## config.mk

```make
export PLATFORM = sky130hd
export DESIGN_NAME = buzz_arbiter
export DESIGN_NICKNAME = d
export VERILOG_FILES = /design/src/rtl/buzz_pkg.sv /design/src/rtl/buzz_debounce.sv /design/src/rtl/buzz_arbiter.sv
export SDC_FILE = /design/constraint.sdc
export NUM_CORES = 1
export LEC_CHECK = 0
export CAP_MARGIN = 20
export CORE_MARGIN = 2
export CORE_UTILIZATION = 35
export CTS_CLUSTER_SIZE = 20
export DETAILED_ROUTE_END_ITERATION = 7
export DONT_BUFFER_PORTS = 1
export GPL_TIMING_DRIVEN = 0
export HOLD_SLACK_MARGIN = 0.02
export PLACE_DENSITY = 0.58
export SLEW_MARGIN = 20
export SYNTH_ARGS = -nofsm -noshare
export SYNTH_HDL_FRONTEND = slang
export SYNTH_SLANG_ARGS = --single-unit
```

## constraint.sdc

```tcl
create_clock -name clk -period 2 [get_ports clk]
set_clock_uncertainty 0.15 [all_clocks]
set_input_delay 0.2 -clock clk [delete_from_list [all_inputs] [get_ports clk]]
set_output_delay 0.2 -clock clk [all_outputs]
set_load 0.02 [all_outputs]
```

## src/rtl/buzz_pkg.sv

```systemverilog
// Shared types and constants for the quiz buzzer arbiter.
package buzz_pkg;

    // Round state, 2-bit encoding.
    typedef enum logic [1:0] {
        IDLE    = 2'd0,
        ARMED   = 2'd1,
        WON     = 2'd2,
        TIMEOUT = 2'd3
    } state_e;

    localparam int NUM_PLAYERS  = 4;
    localparam int PLAYER_IDX_W = 2;

    // Debounce counter width; DEBOUNCE_CYCLES is limited to 1..255.
    localparam int DBC_CNT_W    = 8;

endpackage

```

## src/rtl/buzz_debounce.sv

```systemverilog
// One player button: 2-flop synchroniser, stability counter and a
// one-cycle press pulse on a debounced rising edge.
module buzz_debounce
    import buzz_pkg::*;
#(
    parameter int DEBOUNCE_CYCLES = 16
) (
    input  logic clk_i,
    input  logic rst_ni,
    input  logic btn_i,
    output logic level_o,
    output logic press_o
);

    // The level flips on the cycle the counter would reach DEBOUNCE_CYCLES.
    localparam logic [DBC_CNT_W-1:0] CNT_LAST = DBC_CNT_W'(DEBOUNCE_CYCLES - 1);

    logic                 sync1_q;
    logic                 sync2_q;
    logic                 level_q;
    logic                 level_d;
    logic [DBC_CNT_W-1:0] cnt_q;
    logic [DBC_CNT_W-1:0] cnt_d;
    logic                 press_q;
    logic                 press_d;

    // Count consecutive samples that disagree with the debounced level.
    always_comb begin
        level_d = level_q;
        cnt_d   = '0;
        press_d = 1'b0;
        if (sync2_q != level_q) begin
            if (cnt_q == CNT_LAST) begin
                level_d = sync2_q;
                press_d = sync2_q;
            end else begin
                cnt_d = cnt_q + DBC_CNT_W'(1);
            end
        end
    end

    // Synchroniser, counter, level and press pulse registers.
    always_ff @(posedge clk_i or negedge rst_ni) begin
        if (!rst_ni) begin
            sync1_q <= 1'b0;
            sync2_q <= 1'b0;
            level_q <= 1'b0;
            cnt_q   <= '0;
            press_q <= 1'b0;
        end else begin
            sync1_q <= btn_i;
            sync2_q <= sync1_q;
            level_q <= level_d;
            cnt_q   <= cnt_d;
            press_q <= press_d;
        end
    end

    assign level_o = level_q;
    assign press_o = press_q;

endmodule

```

## src/rtl/buzz_arbiter.sv

```systemverilog
// Buzzer arbiter: debounced player buttons, one winner per round with
// rotating priority on exact ties, optional answer-window timeout.
module buzz_arbiter
    import buzz_pkg::*;
#(
    parameter int DEBOUNCE_CYCLES = 16,
    parameter int TIMER_WIDTH     = 16
) (
    input  logic                    clk,
    input  logic                    rst,
    input  logic [NUM_PLAYERS-1:0]  btn,
    input  logic                    arm,
    input  logic                    ack,
    input  logic [NUM_PLAYERS-1:0]  lockout_mask,
    input  logic [TIMER_WIDTH-1:0]  timeout_cycles,
    output logic                    playerInputFlag,
    output logic [PLAYER_IDX_W-1:0] firstPlayerFlag,
    output logic                    timed_out,
    output logic                    armed,
    output logic [NUM_PLAYERS-1:0]  btn_level
);

    // First requesting player scanning ptr, ptr+1, ... modulo NUM_PLAYERS.
    function automatic logic [PLAYER_IDX_W-1:0] rr_pick(
        input logic [NUM_PLAYERS-1:0]  req,
        input logic [PLAYER_IDX_W-1:0] ptr
    );
        logic [PLAYER_IDX_W-1:0] idx;
        logic [PLAYER_IDX_W-1:0] sel;
        logic                    found;
        sel   = ptr;
        found = 1'b0;
        for (int k = 0; k < NUM_PLAYERS; k++) begin
            idx = ptr + PLAYER_IDX_W'(k);
            if (!found && req[idx]) begin
                sel   = idx;
                found = 1'b1;
            end
        end
        return sel;
    endfunction

    logic [NUM_PLAYERS-1:0]  press_w;
    logic [NUM_PLAYERS-1:0]  req_w;
    logic [PLAYER_IDX_W-1:0] pick_w;

    state_e                  state_q;
    state_e                  state_d;
    logic [PLAYER_IDX_W-1:0] rr_q;
    logic [PLAYER_IDX_W-1:0] rr_d;
    logic [NUM_PLAYERS-1:0]  mask_q;
    logic [NUM_PLAYERS-1:0]  mask_d;
    logic [TIMER_WIDTH-1:0]  timer_q;
    logic [TIMER_WIDTH-1:0]  timer_d;
    logic                    timer_en_q;
    logic                    timer_en_d;
    logic                    pif_q;
    logic                    pif_d;
    logic [PLAYER_IDX_W-1:0] first_q;
    logic [PLAYER_IDX_W-1:0] first_d;
    logic                    tmo_q;
    logic                    tmo_d;
    logic                    armed_q;
    logic                    armed_d;

    for (genvar i = 0; i < NUM_PLAYERS; i++) begin : g_dbc
        buzz_debounce #(
            .DEBOUNCE_CYCLES(DEBOUNCE_CYCLES)
        ) u_dbc (
            .clk_i   (clk),
            .rst_ni  (rst),
            .btn_i   (btn[i]),
            .level_o (btn_level[i]),
            .press_o (press_w[i])
        );
    end

    // Only fresh presses from players not locked out this round qualify.
    assign req_w  = press_w & ~mask_q;
    assign pick_w = rr_pick(req_w, rr_q);

    // Next-state logic; output registers follow the next state.
    always_comb begin
        state_d    = state_q;
        rr_d       = rr_q;
        mask_d     = mask_q;
        timer_d    = timer_q;
        timer_en_d = timer_en_q;
        first_d    = first_q;

        case (state_q)
            IDLE: begin
                if (arm) begin
                    state_d    = ARMED;
                    mask_d     = lockout_mask;
                    timer_d    = timeout_cycles;
                    timer_en_d = |timeout_cycles;
                end
            end
            ARMED: begin
                if (ack) begin
                    state_d = IDLE;
                end else if (|req_w) begin
                    // A press beats a timer expiring on the same cycle.
                    state_d = WON;
                    first_d = pick_w;
                    rr_d    = pick_w + PLAYER_IDX_W'(1);
                end else if (timer_en_q && (timer_q == TIMER_WIDTH'(1))) begin
                    state_d = TIMEOUT;
                end else if (timer_en_q) begin
                    timer_d = timer_q - TIMER_WIDTH'(1);
                end
            end
            WON: begin
                if (ack) begin
                    state_d = IDLE;
                end
            end
            TIMEOUT: begin
                if (ack) begin
                    state_d = IDLE;
                end
            end
            default: begin
                state_d = IDLE;
            end
        endcase

        pif_d   = (state_d == WON);
        tmo_d   = (state_d == TIMEOUT);
        armed_d = (state_d == ARMED);
        if (state_d != WON) begin
            first_d = '0;
        end
    end

    // State, round bookkeeping and registered outputs.
    always_ff @(posedge clk or negedge rst) begin
        if (!rst) begin
            state_q    <= IDLE;
            rr_q       <= '0;
            mask_q     <= '0;
            timer_q    <= '0;
            timer_en_q <= 1'b0;
            pif_q      <= 1'b0;
            first_q    <= '0;
            tmo_q      <= 1'b0;
            armed_q    <= 1'b0;
        end else begin
            state_q    <= state_d;
            rr_q       <= rr_d;
            mask_q     <= mask_d;
            timer_q    <= timer_d;
            timer_en_q <= timer_en_d;
            pif_q      <= pif_d;
            first_q    <= first_d;
            tmo_q      <= tmo_d;
            armed_q    <= armed_d;
        end
    end

    assign playerInputFlag = pif_q;
    assign firstPlayerFlag = first_q;
    assign timed_out       = tmo_q;
    assign armed           = armed_q;

endmodule

```

## After elaboration in Yosys (flattened, before gate mapping)

Cells that the tools add are included.

| storage, ports and cells | value |
|---|---|
| register bits after elaboration | 78 |
| output and inout bits | 9 |

| cells by class | value |
|---|---|
| mux-type cells | 46 |
| $lt $le $gt $ge | 4 |
| bitwise operators | 3 |
| reduce and logical (&&, ||, !) cells | 22 |
| add/subtract/negate cells | 9 |
| equality and inequality tests | 22 |

Operator list:

| operator | number |
|---|---|
| $mux W16 | 5 |
| $mux W8 | 8 |
| $add A8 B1 Y8 const B | 4 |
| $eq A8 B4 Y1 const B | 4 |
| $pmux W16 S2 | 1 |
| $mux W2 | 12 |
| $eq A16 B1 Y1 const B | 1 |
| $reduce_or A16 Y1 | 1 |
| $sub A16 B1 Y16 const B | 1 |
| $mux W1 | 15 |
| $lt A2 B3 Y1 const B | 4 |
| $ne A2 B2 Y1 const B | 6 |
| $reduce_and A2 Y1 | 5 |
| $bmux W1 S2 | 4 |
| $eq A2 B2 Y1 const B | 4 |
| $pmux W2 S3 | 1 |
| $reduce_and A3 Y1 | 2 |
| $reduce_and A6 Y1 | 1 |
| $reduce_bool A2 Y1 | 3 |
| $add A2 B1 Y2 const B | 2 |
| $add A2 B2 Y2 const B | 2 |
| $and A4 B4 Y4 | 1 |
| $eq A2 B1 Y1 const B | 2 |
| $logic_and A1 B1 Y1 | 4 |
| 8 further kinds | 13 |

## Depth between registers and ports, before layout

| logic depth | value |
|---|---|
| word-level depth | 18 |
| depth in mapped cells | 8 |
| gate-level depth less buffers | 7 |

## Hierarchy

From an unflattened synthesis, not the netlist that was laid out.

| unflattened totals | value |
|---|---|
| cell total of the unflattened synthesis | 384 |
| area, all modules | 3936.3 um^2 |

Modules (own cells, without submodules):

| module | instances | cells each | area an instance (um^2) |
|---|---|---|---|
| buzz_debounce | 4 | 43 | 518.0 |
| buzz_arbiter | 1 | 212 | 1864.3 |

## Worst setup path before layout

No wires, ideal clock.

| path | value |
|---|---|
| kind | reg2reg |
| start | register timer_q[0] |
| end | register timer_q[14] |
| arrival time | 1.712 ns |
| period minus slack after synthesis | 1.991 ns |
| slack | 0.009 ns |
| cell stages (with the launch flop) | 8 |
| data required time | 1.721 ns |
| cells stage by stage | dfrtp_1 -> inv_1 -> ha_1 -> or3b_2 -> nor3_1 -> a21oi_1 -> o21ai_0 -> o21ai_0 |

| on the way | value |
|---|---|
| word-level cells in the longest chain between the ends | 6 |

Ends and longest elaborated chain:

| item | line | RTL |
|---|---|---|
| start, declared | buzz_arbiter.sv:53 | `logic [TIMER_WIDTH-1:0] timer_q;` |
| start signal, assigned | buzz_arbiter.sv:153 | `timer_q <= timer_d;` |
| $sub A16 B1 Y16 | buzz_arbiter.sv:111 | `timer_d = timer_q - TIMER_WIDTH'(1);` |
| $mux W16 | buzz_arbiter.sv:110 | `end else if (timer_en_q) begin` |
| $mux W16 | buzz_arbiter.sv:108 | `end else if (timer_en_q && (timer_q == TIMER_WIDTH'(1))) begin` |
| $mux W16 | buzz_arbiter.sv:103 | `end else if (\|req_w) begin` |
| $mux W16 | buzz_arbiter.sv:101 | `if (ack) begin` |
| $pmux W16 S2 | buzz_arbiter.sv:91 | `case (state_q)` |

Several ways; a longest one is shown, not always the timed one. The select of a mux whose other input is x is not followed.
A chain may end at the register's enable or synchronous reset.

## Worst setup path after layout

| path | value |
|---|---|
| start | register timer_q[12] |
| end | register timer_q[15] |

Same word-level chain as after synthesis.

==> reports/results.tsv <==
metric	value	unit
dp_hpwl	5.25	mm
setup_viol	8	
core	10700	um2
htreeDepth	3	
worst-endpoint-arrival	2.22	ns
postSynthAreaPerCell	9.96	um2
violations	negative hold slack, negative setup slack	
yosys.area.top_type_share	51.3	%
p_per_area	865	nW/um2
dp_cells	522	
r2r-end	timer_q[15]	
finalCritPeriodShare	104	%
drtIter0Drc	214	
design_area	4720	um2
grt_setup_unrepaired	true	
startpoint	timer_q[12]	
ant_nets	0	
ys_types	51	
r2r_setup_slack	-0.08	ns
fin_total_pwr	4080	uW
fp.dieW	108	um
max_stage_delay	0.58	ns
timing.hold.ws	-0.620	ns
cp.depth	5	
cts.sinks	78	
first_global_vias	2974	
hp-class	in -> async	
rows	38	
vias_per_cell	5.17	
clock_latency	0.35	ns
grt-ovfl-total	0	
drc	0	
root_buffer	clkbuf_8	
syn_nets	416	
ctsHoldBuffers	26	
gp_congestion	0.786	
critPathSlowestCell	or4_4	
endpoint	timer_q[15]	
ys_seq_elements	78	
antenna_found_initial	0	
slew_violations	0	
via_count	2970	
synthTopCellsByArea	dfrtp_1 (51%), nor2_1 (5.2%), xor2_1 (4.1%)	
numCtsBuffers	9	
fin_ws	-0.0837	ns
synth_warnings	0	
max_freq	0.480	GHz
syn_area	3810	um2
crit_type	reg -> reg	
grt.total_usage	14.8	%
tightest_slew	0.522	ns
pre_cts_slack	-0.414	ns
yosys.area.top_type	dfrtp_1	
critPathTopFamily	simple AND/OR/NAND/NOR gates	
worstPathMaxFanout	4	
clkTransAtPathRegs	0.09	ns
clockBufferDepth	2	
relSlewSlack	65.2	%
drive_gt1_share	20.2	%
initial_utilization	35.4	%
io_buffers	0	
final-hold-violation-count	78	
syn_inst	382	
startpoint_type	flip-flop	
async_flop_share	100	%
grt_start_max_net_pins	79	
finalSetupTns	-0.370	ns
synth_edf_count	0	
drv_cap	0	
finalCriticalPeriod	2.08	ns
final_cell_count_no_fill	575	
n_antenna_cell	0	
status	finished with violations	
r2r_cells	5	
routedWlPerCell	14.5	um
worst_ep_required_time	2.13	ns
seq_area_frac_synth	51.3	%
place_area	3980	um2
ios	37	
nNetsFinal	464	
endpoint_kind	flip-flop	
crit_chain	or4_4 > or3_1 > nor4_1 > a21oi_1 > o21ai_1	
critPathBufInv	0	
r2r_start	timer_q[12]	
ir_drop	0.428	mV
die_area	11700	um2
grt_pass1_wl	13.7	mm
drt-total-wl	8.36	mm
first_pass_iters	4	
syn_to_final_growth	24.0	%
dieHeight	108	um
cts_tree	built	
leakagePower	0.00200	uW
ys.flop_type	dfrtp_1	
==> registers in the layout, indices dropped and copies added (netlist names), 4 cells and up <==
register / flops
g_dbc.u_dbc.cnt_q: 32
g_dbc.u_dbc.level_o: 4
g_dbc.u_dbc.press_o: 4
g_dbc.u_dbc.sync1_q: 4
g_dbc.u_dbc.sync2_q: 4
mask_q: 4
timer_q: 16
==> cell families (layout without fill, tap and decap cells) <==
logic type               after synthesis  count (layout)  synth area share, %
flip-flops                            78              78                 51.3
AND/OR/NAND/NOR                      168             168                 23.2
adder cells (fa/ha/maj)                6               6                 1.97
multiplexers                           8               8                 2.37
buffers and inverters                 19              72                 2.47
XOR/XNOR                              32              32                 7.36
AO/OA/AOI/OAI                         71              71                 11.3
==> cells in the final DEF, fill, tap and decap left out, types with 3 or more instances in the layout <==
cell / instances
a21oi_1: 21
and2_1: 4
and3_1: 8
and4_1: 3
buf_2: 4
buf_4: 14
buf_6: 3
clkbuf_2: 3
clkbuf_8: 9
dfrtp_1: 76
dlygate4sd3_1: 26
ha_1: 4
inv_1: 3
inv_6: 5
mux2_2: 8
nand2_1: 23
nand2b_1: 5
nand3_1: 13
nor2_1: 53
nor2b_1: 3
nor3_1: 7
nor3b_1: 5
nor3b_2: 4
nor4_1: 9
nor4_2: 3
o21ai_0: 15
o21ai_1: 9
or2_2: 5
or3_1: 3
xnor2_1: 14
xor2_1: 18
==> power breakdown <==
group	switching (uW)	internal, uW
Clock	646	480
Sequential	256	1760
Combinational	464	478
==> layout make-up <==
cell class / instances / area [um2]
tap: 140 / 175
buffer: 15 / 95.1
multi-input combinational: 285 / 1950
fill: 1046 / 6030
clock inverter: 7 / 60.1
timing repair buffer: 37 / 347
sequential: 78 / 1950
inverter: 4 / 15.0
clock buffer: 9 / 124
==> stage by stage <==
| step | util, % | hold slack [ns] |
|---|---|---|
| after floorplan | - | -0.246 |
| after global routing | 43.9 | -0.650 |
| after CTS | 42.4 | -0.648 |
| final | 43.9 | -0.620 |
| after global placement | 37.1 | -0.243 |
| after detailed placement | 37.1 | -0.243 |
==> worst min path at each step <==
stage	startpoint	to	slack [ns]	cells past startpoint
6_report	rst	timer_q[12]	-0.62	0
5_1_grt	rst	g_dbc[0].u_dbc.cnt_q[4]	-0.65	0
4_1_cts	rst	g_dbc[0].u_dbc.cnt_q[1]	-0.65	0
3_5_place_dp	rst	timer_q[12]	-0.24	0
3_3_place_gp	rst	timer_q[12]	-0.24	0
2_1_floorplan	rst	armed	-0.25	0
==> synthesized netlist by cell type (2+ instances only) <==
library cell / count
a21oi_1: 23
or3_1: 3
and4_1: 3
or2_2: 5
dfrtp_1: 78
o21ai_0: 24
and3_1: 8
ha_1: 6
nand2b_1: 7
xor2_1: 18
a211oi_1: 2
nand4_1: 2
nor3b_1: 10
clkbuf_1: 5
o22ai_1: 2
nand2_1: 23
or4_1: 3
inv_1: 4
mux2_2: 8
o2bb2ai_1: 2
a2bb2oi_1: 3
nor3_1: 10
nor2_1: 53
buf_4: 4
buf_2: 6
and2_1: 4
nand3_1: 13
nor4_1: 14
o21bai_1: 2
nor2b_1: 3
xnor2_1: 14
==> layer usage <==
| metal | vias up | GRT usage (%) | share of wire (%) |
|---|---|---|---|
| li1 | 1443 | - | - |
| met4 | 0 | 4.49 | 1.2 |
| met3 | 12 | 3.74 | 4.8 |
| met5 | - | 0 | 0 |
| met1 | 1427 | 19.1 | 46 |
| met2 | 88 | 24.6 | 48 |
==> repair_timing <==
item | in CTS | in global routing
resized for setup | 18 | 38
setup endpoints to repair | 17 | 22
pin swaps | 5 | 4
endpoints found under the hold margin | 111 | 78
cloned | 0 | 1
buffers inserted | 7 | 3
(Power assumes the default switching activity.)
